`src/rtl/string_voice_sched.sv`:
```
// string_voice_sched: debounces NUM_STR beam strings and gives one square-wave voice to the last-pressed string.
// Latency: beam_n edge -> held edge 2+DEB_CYC cycles; held edge -> voice takeover 1 further cycle.
// Backpressure: none, free-running tone. Release tail is built only with STRING_SCHED_RELEASE_EN defined.
module string_voice_sched #(
   parameter  int NUM_STR     = 8,
   parameter  int HDC_W       = 20,
   parameter  int DEB_CYC     = 500000,
   parameter  int RELEASE_CYC = 5000000,
   localparam int IDX_W       = (NUM_STR > 1) ? $clog2(NUM_STR) : 1
) (
   input  logic                     clock,
   input  logic                     resetn,
   input  logic [NUM_STR-1:0]       beam_n,
   input  logic [NUM_STR*HDC_W-1:0] hdc_bus,
   output logic                     note_valid,
   output logic [IDX_W-1:0]         note_idx,
   output logic [HDC_W-1:0]         hdc_sel,
   output logic                     audio_out,
   output logic [NUM_STR-1:0]       held
);

   localparam int DEB_W = (DEB_CYC > 1) ? $clog2(DEB_CYC) : 1;
   localparam logic [DEB_W-1:0] DEB_LAST = DEB_W'(DEB_CYC - 1);

`ifdef STRING_SCHED_RELEASE_EN
   typedef enum logic [1:0] {
      ST_IDLE = 2'd0,
      ST_PLAY = 2'd1,
      ST_REL  = 2'd2
   } state_t;
   localparam int TAIL_W = (RELEASE_CYC > 1) ? $clog2(RELEASE_CYC) : 1;
   localparam logic [TAIL_W-1:0] TAIL_LAST = TAIL_W'(RELEASE_CYC - 1);
   logic [TAIL_W-1:0] tail_cnt;
`else
   typedef enum logic [1:0] {
      ST_IDLE = 2'd0,
      ST_PLAY = 2'd1
   } state_t;
   // Tail length has no meaning without the release tail.
   logic unused_release_cyc;
   assign unused_release_cyc = (RELEASE_CYC != 0);
`endif

   state_t             state, state_nx;
   logic [NUM_STR-1:0] brk_s1, brk_s2;   // synchronised "beam broken" levels
   logic [NUM_STR-1:0] held_q;
   logic [DEB_W-1:0]   deb_cnt [NUM_STR];
   logic [NUM_STR-1:0] press, rel;
   logic [HDC_W-1:0]   hdc_arr [NUM_STR];
   logic [HDC_W-1:0]   tone_cnt;
   logic               take;
   logic [IDX_W-1:0]   take_idx;
   logic               owner_rel;

   // Highest set index of a string vector; 0 when empty.
   function automatic logic [IDX_W-1:0] hi_idx(input logic [NUM_STR-1:0] v);
      logic [IDX_W-1:0] r;
      r = '0;
      for (int i = 0; i < NUM_STR; i++) begin
         if (v[i]) r = IDX_W'(i);
      end
      return r;
   endfunction

   // Unpack the half-duty-cycle bus into per-string entries.
   always_comb begin
      for (int i = 0; i < NUM_STR; i++) begin
         hdc_arr[i] = hdc_bus[i*HDC_W +: HDC_W];
      end
   end

   // Two-flop synchroniser; the inversion makes a cleared flop mean "beam intact".
   always_ff @(posedge clock or negedge resetn) begin
      if (!resetn) begin
         brk_s1 <= '0;
         brk_s2 <= '0;
      end else begin
         brk_s1 <= ~beam_n;
         brk_s2 <= brk_s1;
      end
   end

   // Per-string debounce: accept a new level after DEB_CYC consecutive mismatching cycles.
   always_ff @(posedge clock or negedge resetn) begin
      if (!resetn) begin
         held <= '0;
         for (int i = 0; i < NUM_STR; i++) deb_cnt[i] <= '0;
      end else begin
         for (int i = 0; i < NUM_STR; i++) begin
            if (brk_s2[i] == held[i]) begin
               deb_cnt[i] <= '0;
            end else if (deb_cnt[i] == DEB_LAST) begin
               deb_cnt[i] <= '0;
               held[i]    <= brk_s2[i];
            end else begin
               deb_cnt[i] <= deb_cnt[i] + 1'b1;
            end
         end
      end
   end

   // Previous held vector, for edge detection.
   always_ff @(posedge clock or negedge resetn) begin
      if (!resetn) held_q <= '0;
      else         held_q <= held;
   end

   assign press     = held & ~held_q;
   assign rel       = held_q & ~held;
   assign owner_rel = rel[note_idx];

   // FSM state register.
   always_ff @(posedge clock or negedge resetn) begin
      if (!resetn) state <= ST_IDLE;
      else         state <= state_nx;
   end

   // Next state and voice takeover decision; a press always beats a simultaneous release.
   always_comb begin
      state_nx = state;
      take     = 1'b0;
      take_idx = note_idx;
      case (state)
         ST_IDLE: begin
            if (|press) begin
               state_nx = ST_PLAY;
               take     = 1'b1;
               take_idx = hi_idx(press);
            end
         end
         ST_PLAY: begin
            if (|press) begin
               take     = 1'b1;
               take_idx = hi_idx(press);
            end else if (owner_rel) begin
               if (|held) begin
                  take     = 1'b1;
                  take_idx = hi_idx(held);
               end else begin
`ifdef STRING_SCHED_RELEASE_EN
                  state_nx = ST_REL;
`else
                  state_nx = ST_IDLE;
`endif
               end
            end
         end
`ifdef STRING_SCHED_RELEASE_EN
         ST_REL: begin
            if (|press) begin
               state_nx = ST_PLAY;
               take     = 1'b1;
               take_idx = hi_idx(press);
            end else if (tail_cnt == TAIL_LAST) begin
               state_nx = ST_IDLE;
            end
         end
`endif
         default: state_nx = ST_IDLE;
      endcase
   end

`ifdef STRING_SCHED_RELEASE_EN
   // Tail counter runs only while staying in RELEASE; zero on entry.
   always_ff @(posedge clock or negedge resetn) begin
      if (!resetn)                                  tail_cnt <= '0;
      else if (state == ST_REL && state_nx == ST_REL) tail_cnt <= tail_cnt + 1'b1;
      else                                          tail_cnt <= '0;
   end
`endif

   // Tone generator: restart on takeover, reload pitch only at half-period boundaries.
   always_ff @(posedge clock or negedge resetn) begin
      if (!resetn) begin
         note_idx  <= '0;
         hdc_sel   <= '0;
         tone_cnt  <= '0;
         audio_out <= 1'b0;
      end else if (take) begin
         note_idx  <= take_idx;
         hdc_sel   <= hdc_arr[take_idx];
         tone_cnt  <= '0;
         audio_out <= 1'b0;
      end else if (state_nx == ST_IDLE) begin
         tone_cnt  <= '0;
         audio_out <= 1'b0;
      end else if (hdc_sel < HDC_W'(2)) begin
         // No usable period: stay silent; no boundary exists, so track the bus directly.
         tone_cnt  <= '0;
         audio_out <= 1'b0;
         hdc_sel   <= hdc_arr[note_idx];
      end else if (tone_cnt == hdc_sel - 1'b1) begin
         tone_cnt  <= '0;
         audio_out <= ~audio_out;
         hdc_sel   <= hdc_arr[note_idx];
      end else begin
         tone_cnt  <= tone_cnt + 1'b1;
      end
   end

   assign note_valid = (state != ST_IDLE);

endmodule

```
`config.mk`:
```
export PLATFORM = sky130hd
export DESIGN_NAME = string_voice_sched
export DESIGN_NICKNAME = d
export VERILOG_FILES = /design/src/rtl/string_voice_sched.sv
export SDC_FILE = /design/constraint.sdc
export NUM_CORES = 1
export LEC_CHECK = 0
export ABC_AREA = 1
export ABC_CLOCK_PERIOD_IN_PS = 3200
export CAP_MARGIN = 10
export CORE_MARGIN = 2
export CORE_UTILIZATION = 55
export CTS_CLUSTER_DIAMETER = 100
export CTS_CLUSTER_SIZE = 14
export DETAILED_ROUTE_END_ITERATION = 10
export PLACE_DENSITY = 0.83
export SLEW_MARGIN = 10
export SYNTH_ARGS = -nofsm -noshare
export SYNTH_HDL_FRONTEND = slang
export SYNTH_SLANG_ARGS = --single-unit
```
`constraint.sdc`:
```
create_clock -name clock -period 3.2 [get_ports clock]
set_clock_uncertainty 0.05 [all_clocks]
set_input_delay 0.8 -clock clock [delete_from_list [all_inputs] [get_ports clock]]
set_output_delay 0.8 -clock clock [all_outputs]
set_load 0.005 [all_outputs]
```
==> qor.yml <==
arrival_ns: 3.18
rrSetupSlack_ns: 0.34
ios: 203
slew-limit-headroom_pct: 50.8
slew_violations: 0
start_kind: "flop"
coreArea_sq_um: 24400
ff_latch_area_sq_um: 5760
yosys-top-cells-area: "dfrtp_1 42%, nand2_1 11%, inv_1 9.2%"
yosysTopAreaCell: "dfrtp_1"
routed_via_density: 5.36
place_ws_ns: 0.396
synth_edf_count: 0
setup_ws_ns: 0.344
cts-buffers-inserted: 20
clkTransAtPathRegs_ns: 0.06
die_x_microns: 162
routed_wl_mm: 36.4
track_usage_pct: 27.6
floorplan.die_area_sq_um: 26300
status: "finished clean"
cp_max_fo: 20
rr_worst_depth: 13
hold_viol: 0
finalSetupViolations: 0
grt_start_max_net_pins: 81
syn_avg_cell_area_sq_um: 7.18
drive_above_1_share_pct: 3.41
areaGrowthSynthToFinish_pct: 21.3
crit_path_end_kind: "flop"
maxCapViolCount: 0
first_iter_violations: 1001
p_per_area_nw_per_um2: 375
antenna_found_initial: 0
instances_no_fill: 2434
nFillCells: 2052
period_minus_slack_ns: 2.86
ys_seq_elements: 230
clk_path_buf_depth: 3
fmax_mhz: 350
rr_startpoint: "hdc_sel[0]"
post-place-cells: 2412
synth_ff_type: "dfrtp_1"
die_h_microns: 162
grt_pass1_wl_mm: 60.1
ys_seq_area_share_pct: 41.9
synth_top_area_share_pct: 41.9
synth_cell_types: 48
multi_input_area_sq_um: 6440
p_leak_nw: 7.69
top_layer_used: "met4"
wl_met2_mm: 16.7
wl_per_cell_microns: 15.0
cts-root-buf: "clkbuf_16"
fin_crit_sh_pct: 89.2
ir_worst_vdd_mv: 0.351
cts_resized: 0
dp_hpwl_mm: 27.3
cp-startpoint: "hdc_sel[0]"
finalSetupTns_ns: 0
drt_drc_violations_left: 0
routabilityCongestion: 0.948
syn-num-nets: 2095
grt_pass1_vias: 12500
wl_met1_mm: 16.3
diodes: 0
first_pass_iters: 5
htreeDepth: 1
total_power_mw: 6.25
syn_inst: 1915
portBuffers: 202
post_cts_buffers: 0
tightest_slew_ns: 0.731
cts_tree: "built"
endpoint: "hdc_sel[18]"
vias: 13100
rows: 57
overflow: 0
final_antenna_net_count: 0
cts_sinks: 230
min_path_type: "in2async"
nets: 2290
yosysWarnings: 0
crit_type: "reg2reg"
clkLatencyLatePin_ns: 0.50
ctsHoldBuffers: 0
cp.required_ns: 3.53
route.met3.wl_mm: 2.34
rsz0062_at_grt: "no"
worstReg2RegEnd: "hdc_sel[18]"
syn-cell-area_sq_um: 13700
start_util_pct: 56.3
async_flop_share_pct: 100
-- state kept, by name (all words and copies together), names as in the netlist --
signal / cells
hdc_sel: 20
brk_s1: 8
held: 8
audio_out: 1
note_idx: 3
tone_cnt: 20
state: 2
held_q: 8
deb_cnt: 152
brk_s2: 8
-- cell families (layout without fill, tap and decap cells) --
logic type,Yosys count,after routing,share of synthesized area [%]
adders and majority gates,10,10,0.910
AOI/OAI and AO/OA,130,130,5.38
DFF,230,230,41.9
xor gates and xnor gates,83,83,5.39
buffers and inverters,392,587,11.3
other,1,1,0.0273
and+or+nand+nor,1065,1065,34.8
muxes,4,4,0.328
-- per-layer routing --
layer,GRT usage (%),vias up
met2,43.4,426
met5,0,-
li1,-,6458
met4,8.29,0
met1,40.2,6088
met3,3.60,85
-- cells in the final DEF (no fill, tap or decap), types with 2 or more instances in the layout --
master,n
xor2_1,68
nand3b_1,22
a21oi_2,2
ha_1,10
and3_1,4
nand2_1,405
inv_1,338
nand2_2,3
or2_2,4
o22ai_1,3
clkdlybuf4s50_1,201
o21ai_0,33
o31a_1,2
nor3b_1,15
buf_12,6
o21ai_1,2
buf_4,12
a21oi_1,57
a221oi_1,2
nand3_1,213
nor4_1,22
nand4_1,40
xnor2_1,14
nor3_1,82
nor4_2,4
clkbuf_16,21
or2_1,3
nor2_1,238
a22oi_1,2
dfrtp_1,230
o21a_1,6
a31oi_1,9
nor3_2,3
mux2_2,4
nor2_2,2
inv_2,6
o21bai_1,3
a211oi_1,6
-- critical path, cell delays in order (launching register included) --
cell	delay (ns)
dfrtp_1	0.43
inv_1	0.13
ha_1	0.22
nand3_1	0.16
nor3_1	0.31
nand2_1	0.10
xor2_1	0.16
nand3_1	0.10
nor3_1	0.14
nand3_1	0.20
nand2_1	0.10
nand2_1	0.36
nand2_1	0.20
nand2_1	0.07
-- through the flow --
| stage | util (%) | instance area (sq um) | hold slack [ns] |
|---|---|---|---|
| 2_1_floorplan | - | 13700 | 0.281 |
| 3_3_place_gp | 66.1 | 16100 | 0.282 |
| 3_5_place_dp | 66.1 | 16100 | 0.289 |
| 4_1_cts | 68.3 | 16700 | 0.170 |
| 5_1_grt | 68.3 | 16700 | 0.185 |
| 6_report | 68.3 | 16700 | 0.159 |
-- worst min path at each step --
stage	endpoint	slack [ns]	cells past startpoint
4_1_cts	deb_cnt[65]	0.17	1
3_5_place_dp	brk_s2[3]	0.29	0
5_1_grt	deb_cnt[63]	0.19	1
3_3_place_gp	brk_s2[0]	0.28	0
6_report	brk_s1[4]	0.16	1
2_1_floorplan	brk_s2[0]	0.28	0
-- synth_stat cells (2+ instances only) --
cell type  count
nand3b_1      22
buf_2         28
nor2_2         2
nand3_1      213
nor2_1       238
nor4_2         4
nor4_1        22
nand2_1      405
a211oi_1       6
ha_1          10
and3_1         4
clkbuf_1       8
a21oi_1       57
a31oi_1        9
dfrtp_1      230
inv_1        338
o21ai_0       33
a221oi_1       2
nor3b_1       15
nand4_1       40
o22ai_1        3
buf_4         11
o21bai_1       3
or2_1          3
nor3_2         3
inv_2          6
or2_2          4
o31a_1         2
o21ai_1        2
xnor2_1       14
mux2_2         4
o21a_1         6
nor3_1        82
a22oi_1        2
xor2_1        68
a21oi_2        2
nand2_2        3
-- power breakdown --
group	switching [mW]	internal, mW	leakage, nW
sequential	0.0399	2.95	3.04
clock	1.01	1.16	0.263
combinational	0.644	0.450	4.39
-- final cells by class --
class | instances | share of cell area (%)
multi-input combinational | 1293 | 38.6
sequential | 230 | 34.5
timing repair buffer | 220 | 13.4
inverter | 345 | 7.77
clock buffer | 21 | 3.15
tap | 324 | 2.43
clock inverter | 1 | 0.0526
(Power assumes the default switching activity.)
